### src/rtl/fetch_stage_if.sv
// Instruction-memory request/response bus between the fetch stage and imem.
// Single outstanding request: req/gnt handshake, then exactly one rvalid beat.
`timescale 1ns/1ps
interface fetch_stage_if #(
  parameter int unsigned ADDR_WIDTH  = 32,
  parameter int unsigned INSTR_WIDTH = 32
) ();
  logic                   imem_req;
  logic [ADDR_WIDTH-1:0]  imem_addr;
  logic                   imem_gnt;
  logic                   imem_rvalid;
  logic [INSTR_WIDTH-1:0] imem_rdata;

  modport master (
    output imem_req,
    output imem_addr,
    input  imem_gnt,
    input  imem_rvalid,
    input  imem_rdata
  );

  modport slave (
    input  imem_req,
    input  imem_addr,
    output imem_gnt,
    output imem_rvalid,
    output imem_rdata
  );
endinterface

### src/rtl/fetch_stage.sv
// Instruction fetch stage: owns the PC, issues single-outstanding imem fetches
// and drives the IF/ID register, honouring decode stall and branch redirects.
`timescale 1ns/1ps
module fetch_stage #(
  parameter int unsigned           ADDR_WIDTH  = 32,
  parameter int unsigned           INSTR_WIDTH = 32,
  parameter logic [ADDR_WIDTH-1:0] RESET_PC    = '0
) (
  input  logic                   clk,
  input  logic                   rst,
  fetch_stage_if.master          imem,
  input  logic                   StallD,
  input  logic                   PCSrc,
  input  logic [ADDR_WIDTH-1:0]  PCTarget,
  output logic [INSTR_WIDTH-1:0] InstrD,
  output logic [ADDR_WIDTH-1:0]  PCD,
  output logic [ADDR_WIDTH-1:0]  PCPlus4D,
  output logic                   ValidD,
  output logic [5:0]             OpcodeD,
  output logic [4:0]             RdD,
  output logic [2:0]             FuncD
);

  typedef enum logic [1:0] {
    S_REQ,
    S_WAIT,
    S_HOLD
  } state_t;

  localparam logic [ADDR_WIDTH-1:0] PC_STEP    = ADDR_WIDTH'(4);
  localparam logic [ADDR_WIDTH-1:0] ALIGN_MASK = ~ADDR_WIDTH'(3);

  state_t                 state, stateNext;
  logic [ADDR_WIDTH-1:0]  pc, pcNext, pcInc;
  logic                   discard, discardNext;
  logic                   loadMem, loadBuf, captureBuf, flushD;
  logic [INSTR_WIDTH-1:0] bufInstr;
  logic [ADDR_WIDTH-1:0]  bufPc;

  assign pcInc = pc + PC_STEP;

  always_ff @(posedge clk) begin
    if (rst) begin
      state <= S_REQ;
    end else begin
      state <= stateNext;
    end
  end

  always_comb begin
    stateNext   = state;
    pcNext      = pc;
    discardNext = discard;
    loadMem     = 1'b0;
    loadBuf     = 1'b0;
    captureBuf  = 1'b0;
    flushD      = 1'b0;
    if (PCSrc) begin
      // Redirect wins over stall; a fetch already granted is marked for discard.
      flushD = 1'b1;
      pcNext = PCTarget & ALIGN_MASK;
      case (state)
        S_REQ: begin
          if (imem.imem_gnt) begin
            stateNext   = S_WAIT;
            discardNext = 1'b1;
          end
        end
        S_WAIT: begin
          if (imem.imem_rvalid) begin
            stateNext   = S_REQ;
            discardNext = 1'b0;
          end else begin
            discardNext = 1'b1;
          end
        end
        default: stateNext = S_REQ;
      endcase
    end else begin
      case (state)
        S_REQ: begin
          if (imem.imem_gnt) stateNext = S_WAIT;
        end
        S_WAIT: begin
          if (imem.imem_rvalid) begin
            if (discard) begin
              discardNext = 1'b0;
              stateNext   = S_REQ;
            end else if (!StallD) begin
              loadMem   = 1'b1;
              pcNext    = pcInc;
              stateNext = S_REQ;
            end else begin
              captureBuf = 1'b1;
              stateNext  = S_HOLD;
            end
          end
        end
        S_HOLD: begin
          if (!StallD) begin
            loadBuf   = 1'b1;
            pcNext    = pcInc;
            stateNext = S_REQ;
          end
        end
        default: stateNext = S_REQ;
      endcase
    end
  end

  always_comb begin
    imem.imem_req  = (state == S_REQ) && !rst;
    imem.imem_addr = pc;
    OpcodeD        = InstrD[31:26];
    RdD            = InstrD[25:21];
    FuncD          = InstrD[2:0];
  end

  always_ff @(posedge clk) begin
    if (rst) begin
      pc       <= RESET_PC;
      discard  <= 1'b0;
      ValidD   <= 1'b0;
      InstrD   <= '0;
      PCD      <= '0;
      PCPlus4D <= '0;
      bufInstr <= '0;
      bufPc    <= '0;
    end else begin
      pc      <= pcNext;
      discard <= discardNext;
      if (captureBuf) begin
        bufInstr <= imem.imem_rdata;
        bufPc    <= pc;
      end
      if (loadMem) begin
        InstrD   <= imem.imem_rdata;
        PCD      <= pc;
        PCPlus4D <= pcInc;
        ValidD   <= 1'b1;
      end else if (loadBuf) begin
        InstrD   <= bufInstr;
        PCD      <= bufPc;
        PCPlus4D <= bufPc + PC_STEP;
        ValidD   <= 1'b1;
      end else if (flushD || !StallD) begin
        ValidD <= 1'b0;
      end
    end
  end

endmodule

### src/flat_wrapper.sv
// flat-port wrapper written by rule: the top's interface ports become plain ports
module fetch_stage_flat 
#(
  parameter int unsigned           ADDR_WIDTH  = 32,
  parameter int unsigned           INSTR_WIDTH = 32,
  parameter logic [ADDR_WIDTH-1:0] RESET_PC    = '0
)
  (clk, rst, StallD, PCSrc, PCTarget, InstrD, PCD, PCPlus4D, ValidD, OpcodeD, RdD, FuncD, imem_imem_req, imem_imem_addr, imem_imem_gnt, imem_imem_rvalid, imem_imem_rdata);
  fetch_stage_if #(.ADDR_WIDTH(ADDR_WIDTH), .INSTR_WIDTH(INSTR_WIDTH)) imem_i ();
  input  logic clk;
  input  logic rst;
  input  logic StallD;
  input  logic PCSrc;
  input  logic [ADDR_WIDTH-1:0] PCTarget;
  output logic [INSTR_WIDTH-1:0] InstrD;
  output logic [ADDR_WIDTH-1:0] PCD;
  output logic [ADDR_WIDTH-1:0] PCPlus4D;
  output logic ValidD;
  output logic [5:0] OpcodeD;
  output logic [4:0] RdD;
  output logic [2:0] FuncD;
  output wire logic [$bits(imem_i.imem_req)-1:0] imem_imem_req;
  output wire logic [$bits(imem_i.imem_addr)-1:0] imem_imem_addr;
  input wire logic [$bits(imem_i.imem_gnt)-1:0] imem_imem_gnt;
  input wire logic [$bits(imem_i.imem_rvalid)-1:0] imem_imem_rvalid;
  input wire logic [$bits(imem_i.imem_rdata)-1:0] imem_imem_rdata;
  assign imem_imem_req = imem_i.imem_req;
  assign imem_imem_addr = imem_i.imem_addr;
  assign imem_i.imem_gnt = imem_imem_gnt;
  assign imem_i.imem_rvalid = imem_imem_rvalid;
  assign imem_i.imem_rdata = imem_imem_rdata;
  fetch_stage #(.ADDR_WIDTH(ADDR_WIDTH), .INSTR_WIDTH(INSTR_WIDTH), .RESET_PC(RESET_PC)) u_core (.clk(clk), .rst(rst), .imem(imem_i), .StallD(StallD), .PCSrc(PCSrc), .PCTarget(PCTarget), .InstrD(InstrD), .PCD(PCD), .PCPlus4D(PCPlus4D), .ValidD(ValidD), .OpcodeD(OpcodeD), .RdD(RdD), .FuncD(FuncD));
endmodule
### config.mk
export PLATFORM = sky130hd
export DESIGN_NAME = fetch_stage_flat
export DESIGN_NICKNAME = d
export VERILOG_FILES = /design/src/rtl/fetch_stage_if.sv /design/src/rtl/fetch_stage.sv /design/src/flat_wrapper.sv
export SDC_FILE = /design/constraint.sdc
export NUM_CORES = 1
export LEC_CHECK = 0
export BUFFER_PORTS_ARGS = -buffer_cell sky130_fd_sc_hd__buf_2
export CORE_MARGIN = 2
export CORE_UTILIZATION = 58
export DETAILED_ROUTE_END_ITERATION = 12
export GPL_TIMING_DRIVEN = 0
export PLACE_DENSITY = 0.95
export SYNTH_ARGS = -nofsm -noshare
export SYNTH_HDL_FRONTEND = slang
export SYNTH_SLANG_ARGS = --single-unit
### constraint.sdc
create_clock -name clk -period 4.92 [get_ports clk]
set_input_delay 1.476 -clock clk [delete_from_list [all_inputs] [get_ports clk]]
set_output_delay 1.476 -clock clk [all_outputs]
set_load 0.02 [all_outputs]
==> qor.yml, run 1 <==
finish:
  regArea_sq_um: 3760
  fin_nets: 1332
  multi_input_area_sq_um: 4330
  layout-drive-gt1-share: 0.237
  syn_to_final_growth_pct: 21.6
  diodes: 0
  fill_cells: 1110
global_routing:
  grt_overflow: 0
  grt_max_degree: 17
  grt_usage: 0.354
  antenna_found_initial: 2
  grt_pass1_vias: 8720
  grt_pass1_wl_microns: 44600
timing:
  max_freq_mhz: 226
  max-slew-margin-rel: 0.422
  finalClockSkew_ns: 0.0122
  finalSetupViolations: 0
  finalCritPeriodShare: 0.898
  slew_viol_final: 0
  rsz0062_at_grt: "false"
  setup_ws_ns: 0.504
  fin_crit_ns: 4.42
  fin_tns_setup_ns: 0
  tightest_slew_ns: 0.864
  hold_viol: 0
critical_path:
  r2r-end: "u_core.PCD[11]"
  r2r-start: "u_core.state[1]"
  start_kind: "primary input"
  path_depth: 5
  ff2ff_path_depth: 6
  critPathArrivalTime_ns: 2.94
  cpMostUsedCell: "clkbuf_1"
  endpoint_kind: "primary output"
  reg2reg_slack_ns: 2.38
  cp_slowest_stage_delay_ns: 0.48
  cp_top_family: "buffers and inverters"
  crit_type: "in2out"
  crit_path_end: "imem_imem_req"
  path_max_fanout: 10
  path_cells: "clkbuf_1, clkbuf_1, clkbuf_1, nor3_1, buf_2"
  setup.worst_path.start: "rst"
  crit_slowest_cell: "clkbuf_1"
  required_ns: 3.44
  cp_num_buf_inv: 4
clocking:
  post_cts.repair.setup_buffers: 0
  ctsHoldBuffers: 0
  cts_resized: 0
  cts_tree: "done"
  clkSinkCount: 188
  htree_levels: 4
  clk_latency_ns: 0.44
  cts-root-buf: "clkbuf_16"
  clock_path_buffers: 2
  numCtsBuffers: 17
  clk_pin_slew_ns: 0.07
die:
  start_util: 0.595
  fp.dieH_microns: 126
  std_cell_rows: 44
  die_area_sq_um: 15900
  coreArea_sq_um: 14500
  ios: 214
  die_w_microns: 126
power:
  p_sw_uw: 816
  p_leak_uw: 0.00428
  comb_power_share: 0.089
  peakVddDrop_uv: 237
  p_int_uw: 2490
  power_density_nw_per_um2: 314
  p_clk_frac: 0.433
  switching_share: 0.247
  seqPwrFrac: 0.478
placement:
  dp_hpwl_microns: 20600
  numPortBuffers: 202
  gp_congestion: 1.00
  dp_slack_ns: 0.573
routing:
  detail-route-antenna-nets: 0
  drt-initial-drc-count: 1629
  vias: 9149
  routed_wirelength_microns: 28500
  drc: 0
  firstDrtPassIters: 9
  routedWlPerCell_microns: 19.6
  avgViaCountPerCell: 6.28
job:
  drv_cap: 0
yosys:
  syn_inst: 1034
  yosysUniqueCellTypes: 56
  synth_flop_cell: "dfxtp_1"
  synth_area_sq_um: 8650
  synth_edf_count: 0
  ys_seq_area_frac: 0.435
  ys_ff_latch: 188
  synth.avg_cell_area_sq_um: 8.37
  async_reset_ff_frac: 0
  ys.warnings.count: 0
min_path:
  hold_path.class: "reg2reg"
  hp-start: "u_core.PCPlus4D[9]"
outcome:
  status: "complete, no violations"
synth_stat cells (13+ instances only):
cell type | number | area (sq um)
nor2_1 | 114 | 428
nand2_1 | 188 | 706
xor2_1 | 27 | 236
clkbuf_1 | 64 | 240
buf_4 | 24 | 180
nand4_1 | 23 | 144
a222oi_1 | 62 | 621
nand3_1 | 32 | 160
xnor2_1 | 48 | 420
o21ai_0 | 16 | 80.1
a21oi_1 | 85 | 425
nor3_1 | 13 | 65.1
dfxtp_1 | 188 | 3760
buf_2 | 22 | 110
stage by stage:
stage / hold WS, ns / total power [uW] / cells / cell area (sq um) / util
2_1_floorplan: 0.436 / 1780 / 1039 / 8670 / -
3_5_place_dp: 0.444 / 1900 / 1425 / 9910 / 0.682
3_3_place_gp: 0.441 / 1890 / 1425 / 9910 / 0.682
4_1_cts: 0.453 / 3290 / 1457 / 10500 / 0.724
6_report: 0.452 / 3300 / 1457 / 10500 / 0.724
5_1_grt: 0.469 / 3390 / 1457 / 10500 / 0.724
kinds of logic after synthesis:
logic type / count (synthesis) / synth area share
buffers and inverters: 121 / 0.0671
xor gates and xnor gates: 75 / 0.0759
AOI/OAI and AO/OA: 216 / 0.179
DFF: 188 / 0.435
muxes: 8 / 0.00925
adders and majority gates: 2 / 0.00289
other: 1 / 0.000433
and+or+nand+nor: 423 / 0.230
state kept, by name, indices dropped and copies added (netlist names):
name	count
u_core.state	2
u_core.PCD	30
u_core.InstrD	32
u_core.bufPc	30
u_core.discard	1
u_core.PCPlus4D	30
u_core.ValidD	1
u_core.bufInstr	32
u_core.imem.imem_addr	30
cell usage in the layout, fill, tap and decap left out, drive strengths merged, types with 5 or more instances in the layout:
master / instances
clkbuf: 86
o21ai: 20
a21oi: 86
inv: 6
nand2: 188
a222oi: 62
xnor2: 48
nor2: 116
conb: 6
mux2i: 8
and4: 6
or3: 7
nand3: 34
a22oi: 11
o211ai: 8
xor2: 27
buf: 252
clkinv: 5
a211oi: 11
and3: 8
nor3: 20
dfxtp: 188
a311oi: 7
nand4: 26
power groups by stage:
stage / logic, uW / registers [uW] / clock network (uW)
floorplan: 151 / 1630 / 0
global placement: 279 / 1610 / 0
detailed placement: 285 / 1610 / 0
CTS: 286 / 1580 / 1430
global route: 313 / 1580 / 1500
finish: 293 / 1580 / 1430
layer usage:
metal	vias to the layer above	track usage	share of wire
met1	4201	0.421	0.35
met5	-	0	0.00095
met3	142	0.123	0.13
li1	4087	-	-
met2	715	0.568	0.46
met4	4	0.183	0.050
worst register-to-register path, stage by stage (launching register included):
cell	delay, ns
dfxtp_1	0.46
and4bb_4	0.26
o21ai_1	0.49
buf_2	0.36
buf_1	0.54
a222oi_1	0.24
nor2_1	0.13
final cells by class:
cell class	instances	share of cell area
multi-input combinational	730	0.411
sequential	188	0.358
timing repair buffer	202	0.0961
buffer	115	0.0530
clock buffer	21	0.0447
tap	184	0.0219
clock inverter	11	0.0134
inverter	6	0.00214
how the worst min path moves through the flow:
stage                                endpoint  slack (ns)  depth (start not counted)
final                      u_core.PCPlus4D[9]        0.45                          2
after global routing      u_core.bufInstr[12]        0.47                          2
after CTS                  u_core.PCPlus4D[9]        0.45                          2
after detailed placement   u_core.PCPlus4D[9]        0.44                          2
after global placement     u_core.bufInstr[7]        0.44                          2
after floorplan            u_core.bufInstr[0]        0.44                          2
Power figures use the tool's default switching activity.
==> inputs of run 2 (changes only) <==
--- a/config.mk
+++ b/config.mk
@@ -5,12 +5,14 @@
 export SDC_FILE = /design/constraint.sdc
 export NUM_CORES = 1
 export LEC_CHECK = 0
+export ABC_AREA = 1
 export BUFFER_PORTS_ARGS = -buffer_cell sky130_fd_sc_hd__buf_2
 export CORE_MARGIN = 2
-export CORE_UTILIZATION = 58
+export CORE_UTILIZATION = 54
 export DETAILED_ROUTE_END_ITERATION = 12
 export GPL_TIMING_DRIVEN = 0
-export PLACE_DENSITY = 0.95
+export PLACE_DENSITY = 0.9
+export RECOVER_POWER = 25
 export SYNTH_ARGS = -nofsm -noshare
 export SYNTH_HDL_FRONTEND = slang
 export SYNTH_SLANG_ARGS = --single-unit
==> constraint.sdc (replaced) <==
create_clock -name clk -period 4.7 [get_ports clk]
set_input_delay 1.41 -clock clk [delete_from_list [all_inputs] [get_ports clk]]
set_output_delay 1.41 -clock clk [all_outputs]
set_load 0.02 [all_outputs]
==> run 2 against run 1 <==
Compared with the run above:
- sequential power increased by 8%
- first-iteration DRC count decreased by 36%
- routed wire length increased by 18%
- sequential share of layout area decreased by 1.9 points
- combinational power increased by 38%
- non-clock buffer count decreased by 13
- hold slack got worse by 0.0017 ns
- worst setup slack improved by 0.63 ns
- clock power increased by 8%
- power increased by 11%
- die area increased by 15%
- design area increased by 5.6%
- critical endpoint unchanged
- highest routed layer is now met4
==> qor.yml, run 2 <==
min_path:
  hp-start: "u_core.bufInstr[12]"
  hold_path.class: "reg2reg"
yosys:
  netlist_top_cells_area: "dfxtp_1 41%, nand2_1 12%, o21ai_0 10%"
  synthMuxAreaShare: 0
  synth_area_sq_um: 9290
  ys_ff_latch: 188
  synthSimpleGateAreaFrac: 0.228
  synth_compound_area_frac: 0.237
  synth_top_family_by_area: "compound AO/OA/AOI/OAI gates"
  ys_seq_area_frac: 0.405
  synth_edf_count: 0
  async_reset_ff_frac: 0
  synth_flop_cell: "dfxtp_1"
  synth_top_area_share: 0.405
  yosysUniqueCellTypes: 39
  syn_inst: 1367
  yosys-top-cells-count: "290 x nand2_1, 193 x o21ai_0, 192 x a21oi_1, 188 x dfxtp_1, 115 x inv_1"
  synth.avg_cell_area_sq_um: 6.79
  synth_xor_area_frac: 0.0226
  yosysMostFrequentCell: "nand2_1"
  synth_top_area_cell: "dfxtp_1"
  synth_fa_ha_area_frac: 0.00270
  ys.warnings.count: 0
die:
  start_util: 0.556
  die_w_microns: 135
  fp.dieH_microns: 135
  ios: 214
  die_area_sq_um: 18300
  coreArea_sq_um: 16700
  std_cell_rows: 47
routing:
  drc: 0
  routed_wirelength_microns: 33700
  routedWlPerCell_microns: 18.4
  firstDrtPassIters: 7
  vias: 10600
  drt-initial-drc-count: 1044
  detail-route-antenna-nets: 0
  avgViaCountPerCell: 5.81
clocking:
  clock_path_buffers: 2
  ctsHoldBuffers: 0
  cts-root-buf: "clkbuf_16"
  numCtsBuffers: 17
  cts_resized: 0
  clk_latency_ns: 0.44
  clk_pin_slew_ns: 0.07
  htree_levels: 4
  clkSinkCount: 188
  post_cts.repair.setup_buffers: 0
  cts_tree: "done"
global_routing:
  grt_usage: 0.361
  grt_pass1_wl_microns: 51000
  grt_overflow: 0
  antenna_found_initial: 0
  grt_pass1_vias: 9757
  grt_max_degree: 17
power:
  power_density_nw_per_um2: 329
  switching_share: 0.276
  comb_power_share: 0.111
  seqPwrFrac: 0.469
  p_clk_frac: 0.421
  p_leak_uw: 0.00457
  peakVddDrop_uv: 240
  p_sw_uw: 1010
  p_int_uw: 2650
critical_path:
  crit_path_end: "imem_imem_req"
  critPathArrivalTime_ns: 2.16
  cp_num_buf_inv: 2
  ff2ff_path_depth: 10
  endpoint_kind: "primary output"
  start_kind: "primary input"
  cp_top_family: "buffers and inverters"
  crit_type: "in2out"
  path_cells: "clkbuf_1, nor3_1, buf_2"
  path_depth: 3
  r2r-end: "u_core.PCPlus4D[20]"
  cp_slowest_stage_delay_ns: 0.29
  r2r-start: "u_core.imem.imem_addr[3]"
  required_ns: 3.29
  setup.worst_path.start: "rst"
  reg2reg_slack_ns: 2.67
  path_max_fanout: 7
  crit_slowest_cell: "nor3_1"
finish:
  layout-drive-gt1-share: 0.147
  syn_to_final_growth_pct: 19.7
  layout_commonest_cell: "nand2_1"
  largestRegisters: "u_core.InstrD (32), u_core.bufInstr (32)"
  diodes: 0
  final_cell_mix: "290 x nand2_1, 193 x o21ai_0, 192 x a21oi_1, 188 x dfxtp_1, 144 x buf_2"
  fin_nets: 1667
timing:
  finalSetupViolations: 0
  hold_ws_ns: 0.451
  hold_viol: 0
  tightest_slew_ns: 0.799
  max_freq_mhz: 280
  rsz0062_at_grt: "false"
  finalClockSkew_ns: 0.0126
  finalCritPeriodShare: 0.760
  fin_crit_ns: 3.57
  slew_viol_final: 0
  max-slew-margin-rel: 0.468
  fin_tns_setup_ns: 0
outcome:
  status: "complete, no violations"
job:
  drv_cap: 0
placement:
  gp_congestion: 1.02
  dp_hpwl_microns: 25600
  numPortBuffers: 204
[run 2: changes by cell type after synthesis, moves of 13 or more]
cell      delta
nand3_1     +39
a21oi_1    +107
o21ai_0    +177
a222oi_1    -62
nor2_1      -13
xnor2_1     -45
nand4_1     -19
o21ai_1     +14
nand2_1    +102
inv_1      +109
[run 2: cells by family (layout without fill, tap and decap cells)]
group | after synthesis | count (layout)
flops | 188 | 188
simple gates | 500 | 500
fa+ha+maj | 2 | 2
other cells | 1 | 6
compound gates | 430 | 430
buf+inv | 222 | 458
xor+xnor | 24 | 24
[run 2: per-layer routing]
layer,vias to the layer above,routed length (microns),global-route usage
li1,4922,-,-
met2,658,15200,0.581
met3,141,3150,0.0614
met1,4892,13300,0.457
met5,-,0,0
met4,0,2060,0.212
[run 2: cell type report]
class	instances	area (sq um)
Sequential cell	188	3760
Buffer	100	507
Fill cell	1515	5590
Timing Repair Buffer	204	922
Clock buffer	21	460
Tap cell	220	275
Inverter	122	460
Multi-Input combinational cell	962	4570
Clock inverter	11	153
[run 2: worst min-delay path by stage]
| stage | end | depth (start not counted) |
|---|---|---|
| 2_1_floorplan | u_core.bufInstr[11] | 2 |
| 3_3_place_gp | u_core.bufInstr[24] | 2 |
| 3_5_place_dp | u_core.bufInstr[12] | 2 |
| 4_1_cts | u_core.bufInstr[12] | 2 |
| 5_1_grt | u_core.bufInstr[30] | 2 |
| 6_report | u_core.bufInstr[12] | 2 |
[run 2: worst register-to-register path, cell delays in order, from the launching register on]
cell and delay [ns]:
dfxtp_1 0.42, ha_1 0.25, nand2_1 0.07, nor2_1 0.20
nand2_2 0.15, nor2_1 0.28, nand3_1 0.12, nand2_1 0.10
nand3_1 0.10, nand2_1 0.13, a21oi_1 0.07
[run 2: power groups by stage]
stage / registers (uW) / logic, uW / clock network, uW
floorplan: 1780 / 199 / 0
finish: 1710 / 404 / 1540
global placement: 1750 / 390 / 0
detailed placement: 1750 / 397 / 0
global route: 1720 / 436 / 1600
CTS: 1710 / 400 / 1530
[run 2: through the flow]
stage | utilization | worst slack [ns] | power (uW) | instance area (sq um) | instances
detailed placement | 0.635 | 1.15 | 2140 | 10600 | 1796
CTS | 0.671 | 1.15 | 3640 | 11200 | 1828
finish | 0.665 | 1.13 | 3660 | 11100 | 1828
global placement | 0.635 | 1.13 | 2140 | 10600 | 1796
global route | 0.665 | 1.14 | 3760 | 11100 | 1828
floorplan | - | 1.23 | 1970 | 9300 | 1372
